==> config.mk <==
export PLATFORM = sky130hd
export DESIGN_NAME = sram_slice_arbiter
export DESIGN_NICKNAME = d
export VERILOG_FILES = /design/src/rtl/sram_slice_arbiter_pkg.sv /design/src/rtl/sram_slice_arbiter_slice_timer.sv /design/src/rtl/sram_slice_arbiter.sv
export SDC_FILE = /design/constraint.sdc
export NUM_CORES = 1
export LEC_CHECK = 0
export BUFFER_PORTS_ARGS = -buffer_cell sky130_fd_sc_hd__buf_2
export CORE_MARGIN = 5
export CORE_UTILIZATION = 40
export CTS_CLUSTER_SIZE = 12
export DETAILED_ROUTE_END_ITERATION = 8
export MAX_ROUTING_LAYER = met4
export PLACE_DENSITY = 0.71
export SLEW_MARGIN = 20
export SYNTH_ARGS = -nofsm -noshare
export SYNTH_HDL_FRONTEND = slang
export SYNTH_SLANG_ARGS = --single-unit
==> constraint.sdc <==
create_clock -name clk24 -period 5.1 [get_ports clk24]
set_input_delay 0 -clock clk24 [delete_from_list [all_inputs] [get_ports clk24]]
set_output_delay 0 -clock clk24 [all_outputs]
set_load 0.05 [all_outputs]
==> src/rtl/sram_slice_arbiter_pkg.sv <==
// sram_slice_arbiter_pkg: slot position constants and requester encoding shared by the arbiter slice
package sram_slice_arbiter_pkg;
    localparam logic [2:0] VID_FIRST = 3'd0;
    localparam logic [2:0] ACC_FIRST = 3'd4;
    localparam logic [1:0] WE_START  = 2'd1;
    localparam logic [1:0] WE_END    = 2'd2;
    localparam logic [1:0] ACK_K     = 2'd3;
    typedef enum logic [1:0] {NONE = 2'd0, CPU = 2'd1, DMA = 2'd2} req_e;
endpackage

==> src/rtl/sram_slice_arbiter_slice_timer.sv <==
// slice_timer: 5-bit phase counter with registered clock-enable and slot decode
// Ports:
//   clk_i, rst_i       clock and synchronous active-high reset
//   fetch_en_i         framebuffer ownership of lower slots, sampled at each s=0 boundary
//   nxt_k_o            slot-relative position of the next cycle
//   nxt_start_o        next cycle is the first cycle of a slot
//   nxt_vid_o          next cycle belongs to a video slot
//   ce12_o, ce6_o, ce6x_o, pipe_ab_o, video_slice_o   registered enables aligned to the current phase
module slice_timer
    import sram_slice_arbiter_pkg::*;
(
    input  logic       clk_i,
    input  logic       rst_i,
    input  logic       fetch_en_i,
    output logic [1:0] nxt_k_o,
    output logic       nxt_start_o,
    output logic       nxt_vid_o,
    output logic       ce12_o,
    output logic       ce6_o,
    output logic       ce6x_o,
    output logic       pipe_ab_o,
    output logic       video_slice_o
);
    logic [4:0] ph_q, ph_d;
    logic       fetch_q, fetch_d;

    // Everything is decoded from the next phase so registered outputs line up with ph_q.
    always_comb begin
        ph_d    = ph_q + 5'd1;
        fetch_d = (ph_d[2:0] == VID_FIRST) ? fetch_en_i : fetch_q;
    end

    assign nxt_k_o     = ph_d[1:0];
    assign nxt_start_o = ph_d[1:0] == 2'd0;
    assign nxt_vid_o   = fetch_d && (ph_d[2:0] < ACC_FIRST);

    always_ff @(posedge clk_i) begin
        if (rst_i) begin
            ph_q          <= 5'd0;
            fetch_q       <= 1'b0;
            ce12_o        <= 1'b0;
            ce6_o         <= 1'b0;
            ce6x_o        <= 1'b0;
            pipe_ab_o     <= 1'b0;
            video_slice_o <= 1'b0;
        end else begin
            ph_q          <= ph_d;
            fetch_q       <= fetch_d;
            ce12_o        <= ph_d[0];
            ce6_o         <= ph_d[1:0] == 2'b11;
            ce6x_o        <= ph_d[1:0] == 2'b01;
            pipe_ab_o     <= ph_d[3];
            video_slice_o <= nxt_vid_o;
        end
    end
endmodule

==> src/rtl/sram_slice_arbiter.sv <==
// sram_slice_arbiter: time-slice scheduler sharing one 8-bit SRAM between video fetch, CPU and DMA
// Ports:
//   clk24, reset                      24 MHz clock, synchronous active-high reset
//   fetch_en, video_addr              framebuffer slot ownership and fetch address
//   cpu_req/we/addr/wdata, cpu_ack    CPU req/ack port, ack is a one-cycle pulse
//   dma_req/we/addr/wdata, dma_ack    DMA req/ack port, ack is a one-cycle pulse
//   rdata                             data of the last completed CPU/DMA read
//   sram_addr/dout/din/dq_oe/we_n/oe_n  SRAM pins
//   ce12, ce6, ce6x, video_slice, pipe_ab  clock enables and video strobes
// The first lower slot after reset is idle because its slot start coincided with reset.
module sram_slice_arbiter
    import sram_slice_arbiter_pkg::*;
#(
    parameter logic [1:0] STARVE_MAX = 2'd3
) (
    input  logic        clk24,
    input  logic        reset,
    input  logic        fetch_en,
    input  logic [15:0] video_addr,
    input  logic        cpu_req,
    input  logic        cpu_we,
    input  logic [15:0] cpu_addr,
    input  logic [7:0]  cpu_wdata,
    output logic        cpu_ack,
    input  logic        dma_req,
    input  logic        dma_we,
    input  logic [15:0] dma_addr,
    input  logic [7:0]  dma_wdata,
    output logic        dma_ack,
    output logic [7:0]  rdata,
    output logic [15:0] sram_addr,
    output logic [7:0]  sram_dout,
    input  logic [7:0]  sram_din,
    output logic        sram_dq_oe,
    output logic        sram_we_n,
    output logic        sram_oe_n,
    output logic        ce12,
    output logic        ce6,
    output logic        ce6x,
    output logic        video_slice,
    output logic        pipe_ab
);
    localparam logic [1:0] IDLE   = 2'd0;
    localparam logic [1:0] VID    = 2'd1;
    localparam logic [1:0] ACC_RD = 2'd2;
    localparam logic [1:0] ACC_WR = 2'd3;

    logic [1:0]  nk;
    logic        nstart, nvid;
    logic [1:0]  state_q, state_d, starve_q, starve_d;
    req_e        who_q, who_d;
    logic        dma_win, any_req, sel_we;
    logic [15:0] sel_addr, addr_q, addr_d;
    logic [7:0]  sel_wdata, dout_q, dout_d, rdata_q, rdata_d;
    logic        oe_n_q, oe_n_d, we_n_q, we_n_d, dq_oe_q, dq_oe_d;
    logic        cpu_ack_q, cpu_ack_d, dma_ack_q, dma_ack_d;

    slice_timer u_timer (
        .clk_i         (clk24),
        .rst_i         (reset),
        .fetch_en_i    (fetch_en),
        .nxt_k_o       (nk),
        .nxt_start_o   (nstart),
        .nxt_vid_o     (nvid),
        .ce12_o        (ce12),
        .ce6_o         (ce6),
        .ce6x_o        (ce6x),
        .pipe_ab_o     (pipe_ab),
        .video_slice_o (video_slice)
    );

    // Requests are sampled on the edge that enters k=0, so the slot's strobes are already valid at k=0.
    always_comb begin
        any_req   = cpu_req || dma_req;
        dma_win   = dma_req && (!cpu_req || starve_q == STARVE_MAX);
        sel_addr  = dma_win ? dma_addr : cpu_addr;
        sel_we    = dma_win ? dma_we : cpu_we;
        sel_wdata = dma_win ? dma_wdata : cpu_wdata;
        state_d   = state_q;
        who_d     = who_q;
        starve_d  = starve_q;
        if (nstart) begin
            state_d = nvid ? VID : !any_req ? IDLE : sel_we ? ACC_WR : ACC_RD;
            who_d   = (nvid || !any_req) ? NONE : dma_win ? DMA : CPU;
            if (!nvid && dma_req)
                starve_d = dma_win ? 2'd0 : (starve_q == 2'd3) ? starve_q : starve_q + 2'd1;
        end
        addr_d    = (state_d == VID) ? video_addr : (nstart && state_d[1]) ? sel_addr : addr_q;
        dout_d    = (nstart && state_d == ACC_WR) ? sel_wdata : dout_q;
        oe_n_d    = !(state_d == VID || state_d == ACC_RD);
        we_n_d    = !(state_d == ACC_WR && nk >= WE_START && nk <= WE_END);
        dq_oe_d   = state_d == ACC_WR;
        cpu_ack_d = state_d[1] && nk == ACK_K && who_d == CPU;
        dma_ack_d = state_d[1] && nk == ACK_K && who_d == DMA;
        rdata_d   = (state_d == ACC_RD && nk == ACK_K) ? sram_din : rdata_q;
    end

    always_ff @(posedge clk24) begin
        if (reset) begin
            state_q   <= IDLE;
            who_q     <= NONE;
            starve_q  <= 2'd0;
            addr_q    <= 16'd0;
            dout_q    <= 8'd0;
            rdata_q   <= 8'd0;
            oe_n_q    <= 1'b1;
            we_n_q    <= 1'b1;
            dq_oe_q   <= 1'b0;
            cpu_ack_q <= 1'b0;
            dma_ack_q <= 1'b0;
        end else begin
            state_q   <= state_d;
            who_q     <= who_d;
            starve_q  <= starve_d;
            addr_q    <= addr_d;
            dout_q    <= dout_d;
            rdata_q   <= rdata_d;
            oe_n_q    <= oe_n_d;
            we_n_q    <= we_n_d;
            dq_oe_q   <= dq_oe_d;
            cpu_ack_q <= cpu_ack_d;
            dma_ack_q <= dma_ack_d;
        end
    end

    assign sram_addr  = addr_q;
    assign sram_dout  = dout_q;
    assign rdata      = rdata_q;
    assign sram_oe_n  = oe_n_q;
    assign sram_we_n  = we_n_q;
    assign sram_dq_oe = dq_oe_q;
    assign cpu_ack    = cpu_ack_q;
    assign dma_ack    = dma_ack_q;
endmodule

==> impl_metrics.toml, run 1 <==
[status]
run_status = "complete, no violations"

[worst_setup_path]
r2r_cells = 11
crit_arrival_ns = 3.63
worstSetupPathType = "flip-flop to flip-flop"
cp.required_ns = 5.35
start_kind = "flip-flop"
end_kind = "flip-flop"
cp_max_fo = 33

[synthesis]
yosysWarnings = 0
syn_area_per_cell_sq_um = 8.54
synth_ff_type = "dfxtp_1"
ys_ff_latch = 51
synth-seq-area-share_pct = 40.8
synthTopCellsByCount = "51 x dfxtp_1, 36 x nand3_1, 23 x nand2_1"
synth_most_common_cell = "dfxtp_1"
synth_top_area_share_pct = 40.8
yosysUniqueCellTypes = 34
async_flop_share_pct = 0
yosysTopAreaCell = "dfxtp_1"
synth-edff-count = 0
synth_area_leaders = "dfxtp_1 41%, nand3_1 7.2%, a221o_1 6.4%"
syn_inst = 293
synth_nets = 380
syn_area_sq_um = 2500

[placement]
place_congestion = 0.771
io_buffers = 120
hpwl_um = 4970

[global_route]
grt_pass1_wl_um = 11200
grt_antenna_before_repair = 0
grt_max_degree = 48
track_usage_pct = 18.4
grt_pass1_vias = 2413
overflow = 0

[layout]
n_antenna_cell = 0
post-route-util_pct = 56.9
drive_gt1_share_pct = 34.9
final_nets = 507
areaGrowthSynthToFinish_pct = 36.2
nFillCells = 565

[power]
total_power_mw = 0.861
leakage_nw = 1.63
ir_drop_mv = 0.138
power_density_nw_per_um2 = 252

[timing]
hold_viol = 0
relSlewSlack_pct = 28.9
clock_skew_ns = 0.00390
rsz0062_at_grt = "false"
fin_setup_tns_ns = 0
period_minus_slack_ns = 3.38
clock.fmax_ghz = 0.296
slew_violations = 0
finalSetupViolCount = 0
tightest_slew_ns = 1.07
min_period_over_period_pct = 66.3

[run]
drv_cap = 0

[drt]
num_vias = 2546
drt_iter0_markers = 97
ant_nets = 0
via_per_inst = 5.13
wire_per_inst_um = 14.6
firstDrtPassIters = 4
drt-total-wl_um = 7260
drt_drc_violations_left = 0

[floorplanning]
num_io_pins = 121
fp-row-count = 28
fp.coreArea_sq_um = 5990
die_width_um = 89.1
initial_core_util_pct = 41.8
dieHeight_um = 89.1
dieArea_sq_um = 7940

[clock_tree]
htree_levels = 2
ctsRootBufferMaster = "clkbuf_8"
clk_path_buf_depth = 2
cts_buffers = 5
cts_tree = "built"
clock_latency_ns = 0.30
clock-sinks = 51
clkTransAtPathRegs_ns = 0.09

[worst_hold_path]
hp-class = "primary input to flip-flop"
hold_depth = 3
[power breakdown]
part           internal (mW)  switching (mW)  total (mW)
sequential             0.412         0.00857       0.421
clock                  0.124           0.129       0.253
combinational         0.0711           0.116       0.187
total                  0.607           0.254       0.861
[registers in the layout, indices dropped and copies added (netlist names), 2 cells and up]
| name | count |
|---|---|
| sram_addr | 16 |
| starve_q | 2 |
| rdata | 8 |
| u_timer.ph_q | 4 |
| state_q | 2 |
| who_q | 2 |
| sram_dout | 8 |
[cells in the final DEF, fill, tap and decap left out, types with 16 or more instances in the layout]
cell	count
buf_2	120
dfxtp_1	51
nand3_1	36
dlygate4sd3_1	24
nand2_1	23
inv_1	21
nor2_1	20
a21oi_1	17
and3_1	16
a211oi_1	16
a221o_1	16
[repair_timing]
action	CTS	global route
endpoints found under the hold margin	16	0
resized for setup	0	0
hold buffers	24	0
buffers inserted	0	0
[cell families (layout without fill, tap and decap cells)]
| kind of cell | after synthesis | in the layout | synth area share [%] |
|---|---|---|---|
| simple gates | 111 | 111 | 21.9 |
| compound gates | 73 | 73 | 23.0 |
| flops | 51 | 51 | 40.8 |
| buf+inv | 47 | 175 | 8.85 |
| fa+ha+maj | 8 | 8 | 4.00 |
| xor+xnor | 2 | 2 | 1.00 |
| mux | 1 | 1 | 0.400 |
[layout make-up]
type,instances,area [sq um],area share (%)
clock buffer,8,100,2.93
timing repair buffer,146,856,25.1
inverter,21,78.8,2.31
multi-input combinational,195,1260,37.0
sequential,51,1020,29.9
tap,75,93.8,2.75
[final timing paths]
kind	end	startpoint	slack [ns]
hold / removal	starve_q[1]	cpu_req	0.02
setup reg to reg	sram_dout[4]	u_timer.ph_q[0]	1.72
setup / recovery	sram_dout[4]	u_timer.ph_q[0]	1.72
hold reg to reg	rdata[1]	rdata[1]	0.46
[layer usage]
metal  part of all wire (%)  up-vias  GRT usage (%)
li1                       -     1294              -
met1                     43     1141           22.9
met2                     49       94           30.5
met3                    5.7       17           2.58
met4                    2.1        0           6.22
met5                      0        -              -
[through the flow]
stage	cell area (sq um)	setup slack, ns	std cells	hold slack (ns)
after global routing	3410	1.42	496	0.0324
after global placement	3070	1.94	464	0.257
final	3410	1.72	496	0.0177
after detailed placement	3070	1.85	464	0.266
after CTS	3410	1.71	496	0.00572
after floorplan	2500	2.12	293	0.0831
[critical path, cell delays in order (launching register included)]
cell and delay [ns]:
dfxtp_1 0.37, ha_1 0.26, xnor2_2 0.30, nand2_2 0.13, a31o_4 0.37, and2_1 0.22
inv_1 0.08, ha_1 0.18, and2_1 0.48, nor2_1 0.08, a311oi_1 0.26, dlygate4sd3_1 0.59
(Power assumes the default switching activity.)
==> inputs of run 2 (changes only) <==
Settings changed: PLACE_DENSITY 0.71 to 0.74.
Clock period 5.1 ns to 3.1 ns, I/O delays scaled along.
==> run 2 against run 1 <==
  * Final area rose by 0.33%
  * Register-to-register slack got worse by 1.4 ns
  * Die area unchanged
  * Highest routed layer unchanged
==> impl_metrics.toml, run 2 (synthesis results as in run 1) <==
[status]
run_status = "complete, no violations"

[layout]
layout_commonest_cell = "buf_2"
drive_gt1_share_pct = 35.2
n_antenna_cell = 0
areaGrowthSynthToFinish_pct = 36.7
nFillCells = 566
final_nets = 508
final_cell_mix = "120 x buf_2, 51 x dfxtp_1, 36 x nand3_1, 24 x dlygate4sd3_1, 23 x nand2_1"
largest_reg_flops = 16
post-route-util_pct = 57.1
fin_cells = 496

[floorplanning]
dieHeight_um = 89.1
dieArea_sq_um = 7940
fp-row-count = 28
fp.coreArea_sq_um = 5990
num_io_pins = 121
die_width_um = 89.1
initial_core_util_pct = 41.8

[worst_setup_path]
cp.required_ns = 3.32
r2r_slack_ns = 0.31
r2r_cells = 11
worstSetupPathType = "flip-flop to flip-flop"
r2r-start = "u_timer.ph_q[0]"
cp_max_fo = 33
end_kind = "flip-flop"
start_kind = "flip-flop"
crit_arrival_ns = 3.02
r2r-end = "sram_addr[13]"

[clock_tree]
cts_buffers = 5
clock-sinks = 51
ctsRootBufferMaster = "clkbuf_8"
clkTransAtPathRegs_ns = 0.09
htree_levels = 2
post_cts_buffers = 0
clock_latency_ns = 0.30
clk_path_buf_depth = 2
cts_tree = "built"

[timing]
tightest_slew_ns = 0.954
rsz0062_at_grt = "false"
clock.fmax_ghz = 0.358
slew_violations = 0
fin_ws_ns = 0.309
finalSetupViolCount = 0
min_period_over_period_pct = 90.0
relSlewSlack_pct = 36.4
fin_setup_tns_ns = 0
clock_skew_ns = 0.00817
hold_viol = 0
period_minus_slack_ns = 2.79

[placement]
place_congestion = 0.806
io_buffers = 120
post-place-ws_ns = 0.348
hpwl_um = 4920
placed_cells = 465

[drt]
ant_nets = 0
wl_met3_um = 412
wire_per_inst_um = 14.6
drt-total-wl_um = 7220
firstDrtPassIters = 4
drt_iter0_markers = 151
drt_drc_violations_left = 0
met1Wirelength_um = 2950
top_layer = "met4"
routed-wl-met2_um = 3710
num_vias = 2507
via_per_inst = 5.05

[worst_hold_path]
hold_path_end = "starve_q[1]"
hp-class = "primary input to flip-flop"
hold_depth = 3
hold_start = "cpu_req"

[global_route]
grt_pass1_vias = 2425
grt_antenna_before_repair = 0
grt_max_degree = 48
overflow = 0
track_usage_pct = 19.0
grt_pass1_wl_um = 11600

[power]
total_power_mw = 1.45
power_density_nw_per_um2 = 425
ir_drop_mv = 0.258
leakage_nw = 1.61

[run]
drv_cap = 0
-- run 2: cell types whose count changed in the layout (fill, tap and decap cells not counted) --
cell | previous run | this run
and2_2 | 1 | 2
clkbuf_8 | 7 | 5
bufinv_16 | 0 | 1
buf_4 | 2 | 3
and2_1 | 2 | 1
-- run 2: what timing repair did --
item | 4_1_cts | 5_1_grt
endpoints found under the setup margin | 0 | 2
gates resized for setup | 0 | 1
endpoints found under the hold margin | 16 | 0
hold buffers | 24 | 0
-- run 2: layout make-up --
type	instances	area [sq um]	area share, %
clock inverter	1	30.0	0.878
tap	75	93.8	2.74
multi-input combinational	195	1260	36.9
inverter	21	78.8	2.30
sequential	51	1020	29.8
timing repair buffer	147	863	25.2
clock buffer	6	72.6	2.12
-- run 2: report_power, final --
group	switching [mW]	leakage, nW	internal, mW
combinational	0.192	1.15	0.124
sequential	0.0136	0.413	0.678
clock	0.209	0.0513	0.237
-- run 2: critical path: stages (launching register included) --
cell and delay, ns:
dfxtp_1 0.37, ha_1 0.26, xnor2_2 0.30, nand2_2 0.13, a31o_4 0.36, and2_1 0.22
inv_1 0.09, ha_1 0.14, buf_4 0.29, a211oi_1 0.11, a221o_1 0.30, a21oi_2 0.12
-- run 2: worst max-delay path by stage --
stage	start	endpoint	slack [ns]
after floorplan	u_timer.ph_q[0]	sram_dout[3]	0.12
after global placement	u_timer.ph_q[0]	sram_addr[13]	0.42
after detailed placement	u_timer.ph_q[0]	sram_dout[6]	0.35
after CTS	u_timer.ph_q[0]	sram_dout[6]	0.30
after global routing	u_timer.ph_q[0]	sram_addr[7]	0.08
final	u_timer.ph_q[0]	sram_addr[13]	0.31
-- run 2: metrics by stage --
step	hold slack [ns]	area, sq um
2_1_floorplan	0.0831	2500
3_3_place_gp	0.254	3080
3_5_place_dp	0.263	3080
4_1_cts	0.000321	3420
5_1_grt	0.00817	3420
6_report	0.0159	3420
-- run 2: metal layers --
layer	GRT usage, %	vias up
met1	23.4	1114
met2	31.8	89
met3	3.04	12
met4	5.95	0
li1	-	1292
met5	-	-
==> inputs of run 3 (changes only) <==
Settings changed: ABC_AREA set to 1, SLEW_MARGIN 20 to unset.
==> run 3 against run 2 <==
  * Critical path depth up 5
  * Worst setup slack better by 0.19 ns
  * Die area down 0.84%
  * Critical endpoint is now sram_dout[6]
  * Highest routed layer unchanged
  * Clock-buffer cell count did not move
  * Clock skew is 0.0032 ns lower
  * Clock power decreased by 8.5%
  * Area after synthesis shrank 0.95%
==> impl_metrics.toml, run 3 <==
[drt]
wire_per_inst_um = 12.5
via_per_inst = 4.69
drt_iter0_markers = 49
firstDrtPassIters = 4
ant_nets = 0
drt-total-wl_um = 6870
num_vias = 2582
drt_drc_violations_left = 0

[timing]
period_minus_slack_ns = 2.60
clock.fmax_ghz = 0.384
rsz0062_at_grt = "false"
whs_ns = 0.0203
min_period_over_period_pct = 83.9
finalSetupViolCount = 0
fin_setup_tns_ns = 0
clock_skew_ns = 0.00500
slew_violations = 0
hold_viol = 0
relSlewSlack_pct = 35.6
tightest_slew_ns = 0.965
fin_ws_ns = 0.499

[synthesis]
syn_area_per_cell_sq_um = 7.01
syn_area_sq_um = 2480
synth-seq-area-share_pct = 41.2
yosysWarnings = 0
synth_most_common_cell = "nand2_1"
synth-edff-count = 0
syn_inst = 354
ys_ff_latch = 51
synth_top_area_share_pct = 41.2
synthTopCellsByCount = "99 x nand2_1, 58 x nor2_1, 51 x dfxtp_1"
yosysUniqueCellTypes = 25
async_flop_share_pct = 0
synth_area_leaders = "dfxtp_1 41%, nand2_1 15%, nor2_1 8.8%"
synth_ff_type = "dfxtp_1"
synth_nets = 441
yosysTopAreaCell = "dfxtp_1"

[layout]
post-route-util_pct = 54.6
layout_commonest_cell = "buf_2"
largest_reg_flops = 16
final_cell_mix = "120 x buf_2, 99 x nand2_1, 58 x nor2_1, 51 x dfxtp_1, 34 x a21oi_1"
fin_cells = 551
n_antenna_cell = 0
final_nets = 562
areaGrowthSynthToFinish_pct = 31.9
drive_gt1_share_pct = 32.4

[floorplanning]
fp-row-count = 28
dieHeight_um = 88.7
fp.coreArea_sq_um = 5990
die_width_um = 88.7
initial_core_util_pct = 41.4
dieArea_sq_um = 7870
num_io_pins = 121

[placement]
placed_cells = 535
place_congestion = 0.865
hpwl_um = 5130
post-place-ws_ns = 0.510
io_buffers = 120

[worst_hold_path]
hp-class = "primary input to flip-flop"

[clock_tree]
cts_tree = "built"
ctsRootBufferMaster = "clkbuf_8"
clk_path_buf_depth = 2
ctsResizeCount = 0
htree_levels = 2
post_cts_buffers = 0
clock_latency_ns = 0.31
clock-sinks = 51
cts_buffers = 5
clkTransAtPathRegs_ns = 0.09

[worst_setup_path]
cp.required_ns = 3.30
cpMostUsedCell = "inv_1"
crit_chain = "ha_1 -> inv_1 -> nand2_1 -> nand2_4 -> inv_4 -> nor2_2 -> nor2_4 -> nand2_2 -> nand2_1 -> inv_1 -> ha_1 -> nand2_1 -> inv_1 -> nand3_1 -> o211ai_1 -> inv_1"
cp_max_fo = 27
critPathMaxStageDelay_ns = 0.35
start_kind = "flip-flop"
cp_slowest_cell = "inv_1"
worstSetupPathType = "flip-flop to flip-flop"
end_kind = "flip-flop"
crit_arrival_ns = 2.81

[power]
ir_drop_mv = 0.266
leakage_nw = 1.72
power_density_nw_per_um2 = 473

[global_route]
grt_pass1_vias = 2443
grt_pass1_wl_um = 10500
grt_max_degree = 35
grt_antenna_before_repair = 0
track_usage_pct = 17.4
overflow = 0

[run]
drv_cap = 0

[status]
run_status = "complete, no violations"
-- run 3: cell count changes after synthesis, moves of 7 or more --
cell / before / now
nand2_1: 23 / 99
nor2_1: 20 / 58
nand3_1: 36 / 13
a21oi_1: 17 / 34
a211oi_1: 16 / 0
a221o_1: 16 / 0
and3_1: 16 / 0
a21oi_2: 11 / 0
clkbuf_1: 14 / 5
inv_1: 21 / 30
a311oi_1: 8 / 0
o211ai_1: 0 / 8
o21ai_0: 1 / 8
-- run 3: path summary, 6_finish.rpt --
check,start,end,slack [ns],cells past startpoint
setup reg to reg,starve_q[0],sram_dout[6],0.50,16
hold reg to reg,starve_q[1],starve_q[1],0.48,2
hold / removal,dma_wdata[2],sram_dout[2],0.02,5
setup / recovery,starve_q[0],sram_dout[6],0.50,16
-- run 3: power breakdown --
part / switching, mW / internal, mW / leakage, nW
Combinational: 0.291 / 0.136 / 1.26
Clock: 0.226 / 0.183 / 0.0474
Sequential: 0.0188 / 0.695 / 0.415
-- run 3: metrics by stage --
step / total power [mW] / cell area (sq um)
finish: 1.55 / 3270
global route: 1.64 / 3270
global placement: 1.15 / 3090
floorplan: 1.04 / 2480
detailed placement: 1.15 / 3090
CTS: 1.56 / 3270
-- run 3: timing repair --
item,in CTS,in global routing
endpoints found under the setup margin,0,0
hold buffers,8,0
hold endpoints to repair,8,0
-- run 3: cell type report --
cell class / instances / area [sq um]
fill: 595 / 2720
tap: 75 / 93.8
clock buffer: 6 / 82.6
inverter: 31 / 119
multi-input combinational: 256 / 1240
sequential: 51 / 1020
clock inverter: 2 / 16.3
timing repair buffer: 130 / 696
-- run 3: cells by family after synthesis --
family	synth area share, %
AND/OR/NAND/NOR	34.6
adder cells (fa/ha/maj)	4.04
AO/OA/AOI/OAI	11.2
flip-flops	41.2
XOR/XNOR	0.353
buffers and inverters	8.68
-- run 3: layer usage --
metal  vias to the layer above  track usage [%]  wire [um]
met4                         0             4.53         21
met2                       101             30.1       3240
met1                      1130             19.4       2790
met5                         -                -          0
met3                         2             5.31        824
li1                       1349                -          -
-- run 3: critical path, delay by kind of cell (launching register included) --
family                   cells  cell delay, ns
AND/OR/NAND/NOR              8            0.94
flip-flops                   1            0.33
adder cells (fa/ha/maj)      2            0.37
AO/OA/AOI/OAI                1            0.12
buffers and inverters        5            0.74
